<file path="config.mk">
export PLATFORM = sky130hd
export DESIGN_NAME = serial_subtractor_flat
export DESIGN_NICKNAME = d
export VERILOG_FILES = /design/src/rtl/adld_pkg.sv /design/src/rtl/serial_subtractor_if.sv /design/src/rtl/serial_subtractor_full_subtractor.sv /design/src/rtl/serial_subtractor.sv /design/src/flat_wrapper.sv
export SDC_FILE = /design/constraint.sdc
export NUM_CORES = 1
export LEC_CHECK = 0
export BUFFER_PORTS_ARGS = -buffer_cell sky130_fd_sc_hd__buf_2
export CAP_MARGIN = 20
export CORE_MARGIN = 2
export CORE_UTILIZATION = 51
export CTS_BUF_LIST = sky130_fd_sc_hd__clkbuf_8
export DETAILED_ROUTE_END_ITERATION = 10
export PLACE_DENSITY = 0.87
export SLEW_MARGIN = 15
export SYNTH_ARGS = -nofsm -noshare
export SYNTH_HDL_FRONTEND = slang
export SYNTH_HIERARCHICAL = 1
export SYNTH_SLANG_ARGS = --single-unit
</file>
<file path="constraint.sdc">
create_clock -name clk -period 1.66 [get_ports clk]
set_clock_uncertainty 0.1 [all_clocks]
set_input_delay 0.083 -clock clk [delete_from_list [all_inputs] [get_ports clk]]
set_output_delay 0.083 -clock clk [all_outputs]
set_load 0.005 [all_outputs]
</file>
<file path="src/rtl/adld_pkg.sv">
`default_nettype none
// ============================================================================
// Module   : adld_pkg
// Brief    : Shared state encodings and default width for the add/subtract blocks
// Revision : 1.0
// ============================================================================
package adld_pkg;

    localparam int unsigned c_DEFAULT_WIDTH = 8;

    typedef enum logic [1:0] {
        ST_IDLE = 2'd0,
        ST_RUN  = 2'd1,
        ST_DONE = 2'd2
    } state_t;

endpackage
`default_nettype wire

</file>
<file path="src/rtl/serial_subtractor_if.sv">
`default_nettype none
// ============================================================================
// Module   : serial_subtractor_if
// Brief    : Operand/result bundle with start/done handshake for serial_subtractor
// Revision : 1.0
// ============================================================================
interface serial_subtractor_if #(
    parameter int unsigned WIDTH = adld_pkg::c_DEFAULT_WIDTH
);
    logic             start;
    logic [WIDTH-1:0] A;
    logic [WIDTH-1:0] B;
    logic [WIDTH-1:0] D;
    logic             Bo;
    logic             V;
    logic             busy;
    logic             done;

    modport master (
        output start, A, B,
        input  D, Bo, V, busy, done
    );

    modport slave (
        input  start, A, B,
        output D, Bo, V, busy, done
    );
endinterface
`default_nettype wire

</file>
<file path="src/rtl/serial_subtractor_full_subtractor.sv">
`default_nettype none
// ============================================================================
// Module   : full_subtractor
// Brief    : Single-bit combinational full subtractor cell (X - Y - Bi)
// Revision : 1.0
// ============================================================================
module full_subtractor (
    input  wire logic X,
    input  wire logic Y,
    input  wire logic Bi,
    output wire logic D,
    output wire logic Bo
);
    logic w_xy;

    assign w_xy = X ^ Y;
    assign D    = w_xy ^ Bi;
    assign Bo   = (~X & Y) | (~w_xy & Bi);
endmodule
`default_nettype wire

</file>
<file path="src/rtl/serial_subtractor.sv">
`default_nettype none
// ============================================================================
// Module   : serial_subtractor
// Brief    : Bit-serial two's-complement subtractor D = A - B, LSB first
// Revision : 1.0
// ============================================================================
module serial_subtractor
    import adld_pkg::*;
#(
    parameter int unsigned WIDTH = c_DEFAULT_WIDTH
) (
    input  wire logic          clk,
    input  wire logic          rst_n,
    serial_subtractor_if.slave bus
);
    localparam int unsigned        c_CNT_W    = (WIDTH > 1) ? $clog2(WIDTH) : 1;
    localparam logic [c_CNT_W-1:0] c_CNT_LAST = c_CNT_W'(WIDTH - 1);

    state_t             state_q, state_d;
    logic [WIDTH-1:0]   ra_q, ra_d;
    logic [WIDTH-1:0]   rb_q, rb_d;
    logic [WIDTH-1:0]   rd_q, rd_d;
    logic [WIDTH-1:0]   dout_q, dout_d;
    logic               br_q, br_d;
    logic               bo_q, bo_d;
    logic               v_q, v_d;
    logic [c_CNT_W-1:0] cnt_q, cnt_d;

    logic               w_d;
    logic               w_bo;
    logic [WIDTH-1:0]   w_rd_shift;

    full_subtractor u_cell (
        .X  (ra_q[0]),
        .Y  (rb_q[0]),
        .Bi (br_q),
        .D  (w_d),
        .Bo (w_bo)
    );

    generate
        if (WIDTH == 1) begin : g_rd_w1
            assign w_rd_shift = w_d;
        end else begin : g_rd_wn
            assign w_rd_shift = {w_d, rd_q[WIDTH-1:1]};
        end
    endgenerate

    always_comb begin
        state_d = state_q;
        ra_d    = ra_q;
        rb_d    = rb_q;
        rd_d    = rd_q;
        dout_d  = dout_q;
        br_d    = br_q;
        bo_d    = bo_q;
        v_d     = v_q;
        cnt_d   = cnt_q;
        case (state_q)
            ST_IDLE, ST_DONE: begin
                if (bus.start) begin
                    state_d = ST_RUN;
                    ra_d    = bus.A;
                    rb_d    = bus.B;
                    rd_d    = '0;
                    br_d    = 1'b0;
                    cnt_d   = '0;
                end else if (state_q == ST_DONE) begin
                    state_d = ST_IDLE;
                end
            end
            ST_RUN: begin
                ra_d = ra_q >> 1;
                rb_d = rb_q >> 1;
                rd_d = w_rd_shift;
                br_d = w_bo;
                if (cnt_q == c_CNT_LAST) begin
                    // On the last bit ra_q[0]/rb_q[0] are the captured operand MSBs.
                    state_d = ST_DONE;
                    dout_d  = w_rd_shift;
                    bo_d    = w_bo;
                    v_d     = (ra_q[0] ^ rb_q[0]) & (w_d ^ ra_q[0]);
                end else begin
                    cnt_d = cnt_q + 1'b1;
                end
            end
            default: state_d = ST_IDLE;
        endcase
    end

    always_ff @(posedge clk) begin
        if (!rst_n) begin
            state_q <= ST_IDLE;
            ra_q    <= '0;
            rb_q    <= '0;
            rd_q    <= '0;
            dout_q  <= '0;
            br_q    <= 1'b0;
            bo_q    <= 1'b0;
            v_q     <= 1'b0;
            cnt_q   <= '0;
        end else begin
            state_q <= state_d;
            ra_q    <= ra_d;
            rb_q    <= rb_d;
            rd_q    <= rd_d;
            dout_q  <= dout_d;
            br_q    <= br_d;
            bo_q    <= bo_d;
            v_q     <= v_d;
            cnt_q   <= cnt_d;
        end
    end

    assign bus.D    = dout_q;
    assign bus.Bo   = bo_q;
    assign bus.V    = v_q;
    assign bus.busy = (state_q == ST_RUN);
    assign bus.done = (state_q == ST_DONE);
endmodule
`default_nettype wire
</file>
<file path="src/flat_wrapper.sv">
// flat-port wrapper written by rule: the top's interface ports become plain ports
module serial_subtractor_flat import adld_pkg::*;
#(
    parameter int unsigned WIDTH = c_DEFAULT_WIDTH
)
  (clk, rst_n, bus_start, bus_A, bus_B, bus_D, bus_Bo, bus_V, bus_busy, bus_done);
  serial_subtractor_if #(.WIDTH(WIDTH)) bus_i ();
  input  wire logic clk;
  input  wire logic rst_n;
  input wire logic [$bits(bus_i.start)-1:0] bus_start;
  input wire logic [$bits(bus_i.A)-1:0] bus_A;
  input wire logic [$bits(bus_i.B)-1:0] bus_B;
  output wire logic [$bits(bus_i.D)-1:0] bus_D;
  output wire logic [$bits(bus_i.Bo)-1:0] bus_Bo;
  output wire logic [$bits(bus_i.V)-1:0] bus_V;
  output wire logic [$bits(bus_i.busy)-1:0] bus_busy;
  output wire logic [$bits(bus_i.done)-1:0] bus_done;
  assign bus_i.start = bus_start;
  assign bus_i.A = bus_A;
  assign bus_i.B = bus_B;
  assign bus_D = bus_i.D;
  assign bus_Bo = bus_i.Bo;
  assign bus_V = bus_i.V;
  assign bus_busy = bus_i.busy;
  assign bus_done = bus_i.done;
  serial_subtractor #(.WIDTH(WIDTH)) u_core (.clk(clk), .rst_n(rst_n), .bus(bus_i));
endmodule
</file>
==> impl_metrics.py <==
metrics = {
    "status": {
        "status": "complete, no violations",
    },
    "yosys": {
        "avgSynthCellArea_um2": 8.39,
        "synthCells": 196,
        "synthFlopType": "dfxtp_1",
        "synth_cell_type_count": 26,
        "async_flop_share": 0,
        "seq_area_frac_synth": 0.475,
        "syn_area_um2": 1640,
        "yosysWarnings": 6,
        "syn-num-nets": 218,
        "synth_edf_count": 0,
        "ys_ff_latch": 39,
    },
    "hold_path": {
        "hold_path_class": "input port to register",
    },
    "clock_network": {
        "clk_path_buf_depth": 2,
        "numClockSinks": 39,
        "htree_num_levels": 2,
        "clk_pin_slew_ps": 70,
        "tritoncts": "done",
        "cts_buffers": 5,
        "postCtsSetupBuffers": 0,
        "worstSkewPairLatency_ps": 290,
        "cts_root_buf": "clkbuf_8",
    },
    "setup_path": {
        "crit_path_end": "u_core/bus.V",
        "required_ps": 1740,
        "reg2reg_to": "u_core/bus.V",
        "startpoint": "u_core/rb_q[0]",
        "critPathArrivalTime_ps": 1670,
        "critPathLaunchType": "register",
        "setup.worst_path.class": "register to register",
        "r2r_start": "u_core/rb_q[0]",
        "regToRegSetupSlack_ps": 70,
        "cp-end-kind": "register",
        "cp_max_fo": 4,
        "r2r.worst_path.cells": 5,
    },
    "pwr": {
        "p_leak_nw": 0.853,
        "cellPowerDensity_nw_per_um2": 972,
        "peakVddDrop_mv": 0.589,
    },
    "routing": {
        "via_per_inst": 5.32,
        "drtPass1Iterations": 4,
        "avgRoutedWirePerCell_um": 12.4,
        "vias": 1516,
        "ant_nets": 0,
        "routed_wirelength_mm": 3.53,
        "drc": 0,
        "drt_iter0_drc": 53,
    },
    "timing": {
        "hold_violations": 0,
        "max_freq_ghz": 0.630,
        "relSlewSlack": 0.640,
        "worstMarginPinSlew_ps": 541,
        "holdWs_ps": 173,
        "grt_setup_unrepaired": "no",
        "finalSetupTns_ps": 0,
        "maxSlewViolCount": 0,
        "period_share": 0.957,
        "finalCriticalPeriod_ps": 1590,
        "setup_viol": 0,
    },
    "grt": {
        "grt_max_degree": 40,
        "grtUsageTotal": 0.210,
        "grt_pass1_vias": 1360,
        "grt_overflow": 0,
        "antenna_found_initial": 0,
        "grt_pass1_wl_mm": 5.61,
    },
    "placed_design": {
        "routabilityCongestion": 0.736,
        "io_buffers": 30,
        "place_hpwl_mm": 1.98,
    },
    "floorplan": {
        "die_x_um": 60.8,
        "die_h_um": 60.8,
        "coreArea_um2": 3050,
        "io_pins": 31,
        "rows": 20,
        "dieArea_um2": 3690,
        "start_util": 0.539,
    },
    "final_layout": {
        "drive_gt1_frac": 0.207,
        "layout.nets": 262,
        "syn2layout_area_growth_pct": 28.2,
        "n_fill_cell": 246,
        "diodes": 0,
    },
    "run": {
        "drv_cap": 0,
    },
}
flip-flops by register name, indices dropped and copies added, names as in the netlist, 2 cells and up:
register and count:
u_core/bus.D 8, u_core/ra_q 8, u_core/rb_q 8, u_core/rd_q 7, u_core/cnt_q 3, u_core/state_q 2
worst max-delay path, cell delays in order, from the launching register on:
cell     delay, ps
dfxtp_2        360
inv_1           60
fa_1           510
nand2_1        100
nor2_1          40
o311a_1        320
layer usage:
metal	track usage	up-vias	share of wire	wire length, um
met4	0.121	0	0.015	52
met5	0	-	0	0
met1	0.246	717	0.43	1510
met2	0.343	38	0.51	1810
met3	0.0597	6	0.046	161
li1	-	755	-	-
per-stage QoR:
step | power, mW | worst slack, ps | instances | utilization | area [um2]
3_3_place_gp | 1.22 | 94.8 | 261 | 0.596 | 1820
2_1_floorplan | 1.17 | 122 | 196 | - | 1640
4_1_cts | 2.05 | 50.3 | 285 | 0.687 | 2100
3_5_place_dp | 1.22 | 67.1 | 261 | 0.596 | 1820
6_report | 2.05 | 72.0 | 285 | 0.691 | 2110
5_1_grt | 2.14 | 26.0 | 285 | 0.691 | 2110
worst min-delay path by stage:
stage / slack, ps / start / cells after the start / to
2_1_floorplan: 130 / bus_A[7] / 2 / u_core/ra_q[7]
3_3_place_gp: 240 / bus_A[7] / 3 / u_core/ra_q[7]
3_5_place_dp: 240 / bus_B[7] / 3 / u_core/rb_q[7]
4_1_cts: 160 / bus_start / 3 / u_core/state_q[0]
5_1_grt: 170 / bus_start / 3 / u_core/state_q[0]
6_report: 170 / bus_start / 3 / u_core/state_q[0]
report_power, final:
part / internal [mW] / switching (mW)
sequential: 0.980 / 0.0274
combinational: 0.106 / 0.129
clock: 0.486 / 0.321
cells in the mapped netlist, types with 2 or more instances:
cell | n | area, um2
a21boi_0 | 14 | 105
a21boi_1 | 6 | 45.0
a31oi_1 | 14 | 87.6
buf_2 | 5 | 25.0
buf_4 | 4 | 30.0
clkbuf_1 | 7 | 26.3
dfxtp_1 | 39 | 781
ha_1 | 2 | 25.0
inv_1 | 3 | 11.3
nand2_1 | 49 | 184
nand2b_1 | 2 | 12.5
nand3_1 | 18 | 90.1
nand3b_1 | 3 | 22.5
nor2b_1 | 3 | 18.8
nor3b_1 | 2 | 15.0
o21a_1 | 2 | 15.0
o21ai_0 | 14 | 70.1
timing repair:
action | 4_1_cts | 5_1_grt
hold buffers | 16 | 0
endpoints found under the setup margin | 0 | 4
endpoints found under the hold margin | 16 | 0
gates resized for setup | 0 | 5
logic make-up after synthesis:
| family | synth area share |
|---|---|
| adders and majority gates | 0.0274 |
| AOI/OAI and AO/OA | 0.202 |
| buffers and inverters | 0.0586 |
| and+or+nand+nor | 0.231 |
| DFF | 0.475 |
| muxes | 0.00609 |
final cells by class:
class / instances / area [um2] / share of cell area
flip-flops and latches: 39 / 782 / 0.371
multi-input cells: 137 / 769 / 0.365
repair buffers: 53 / 367 / 0.174
clock buffers: 6 / 82.6 / 0.0392
well taps: 44 / 55.1 / 0.0261
clock inverters: 2 / 35.0 / 0.0166
inverters: 4 / 17.5 / 0.00831
cells in the final DEF, fill, tap and decap left out, drive strengths merged, types with 4 or more instances in the layout:
cell type,instances
nand2,49
nand3,18
a31oi,14
dfxtp,39
inv,4
clkbuf,6
a21boi,20
dlygate4sd3,16
o21ai,14
buf,37
Note: power is estimated with default switching activity, not from simulation.
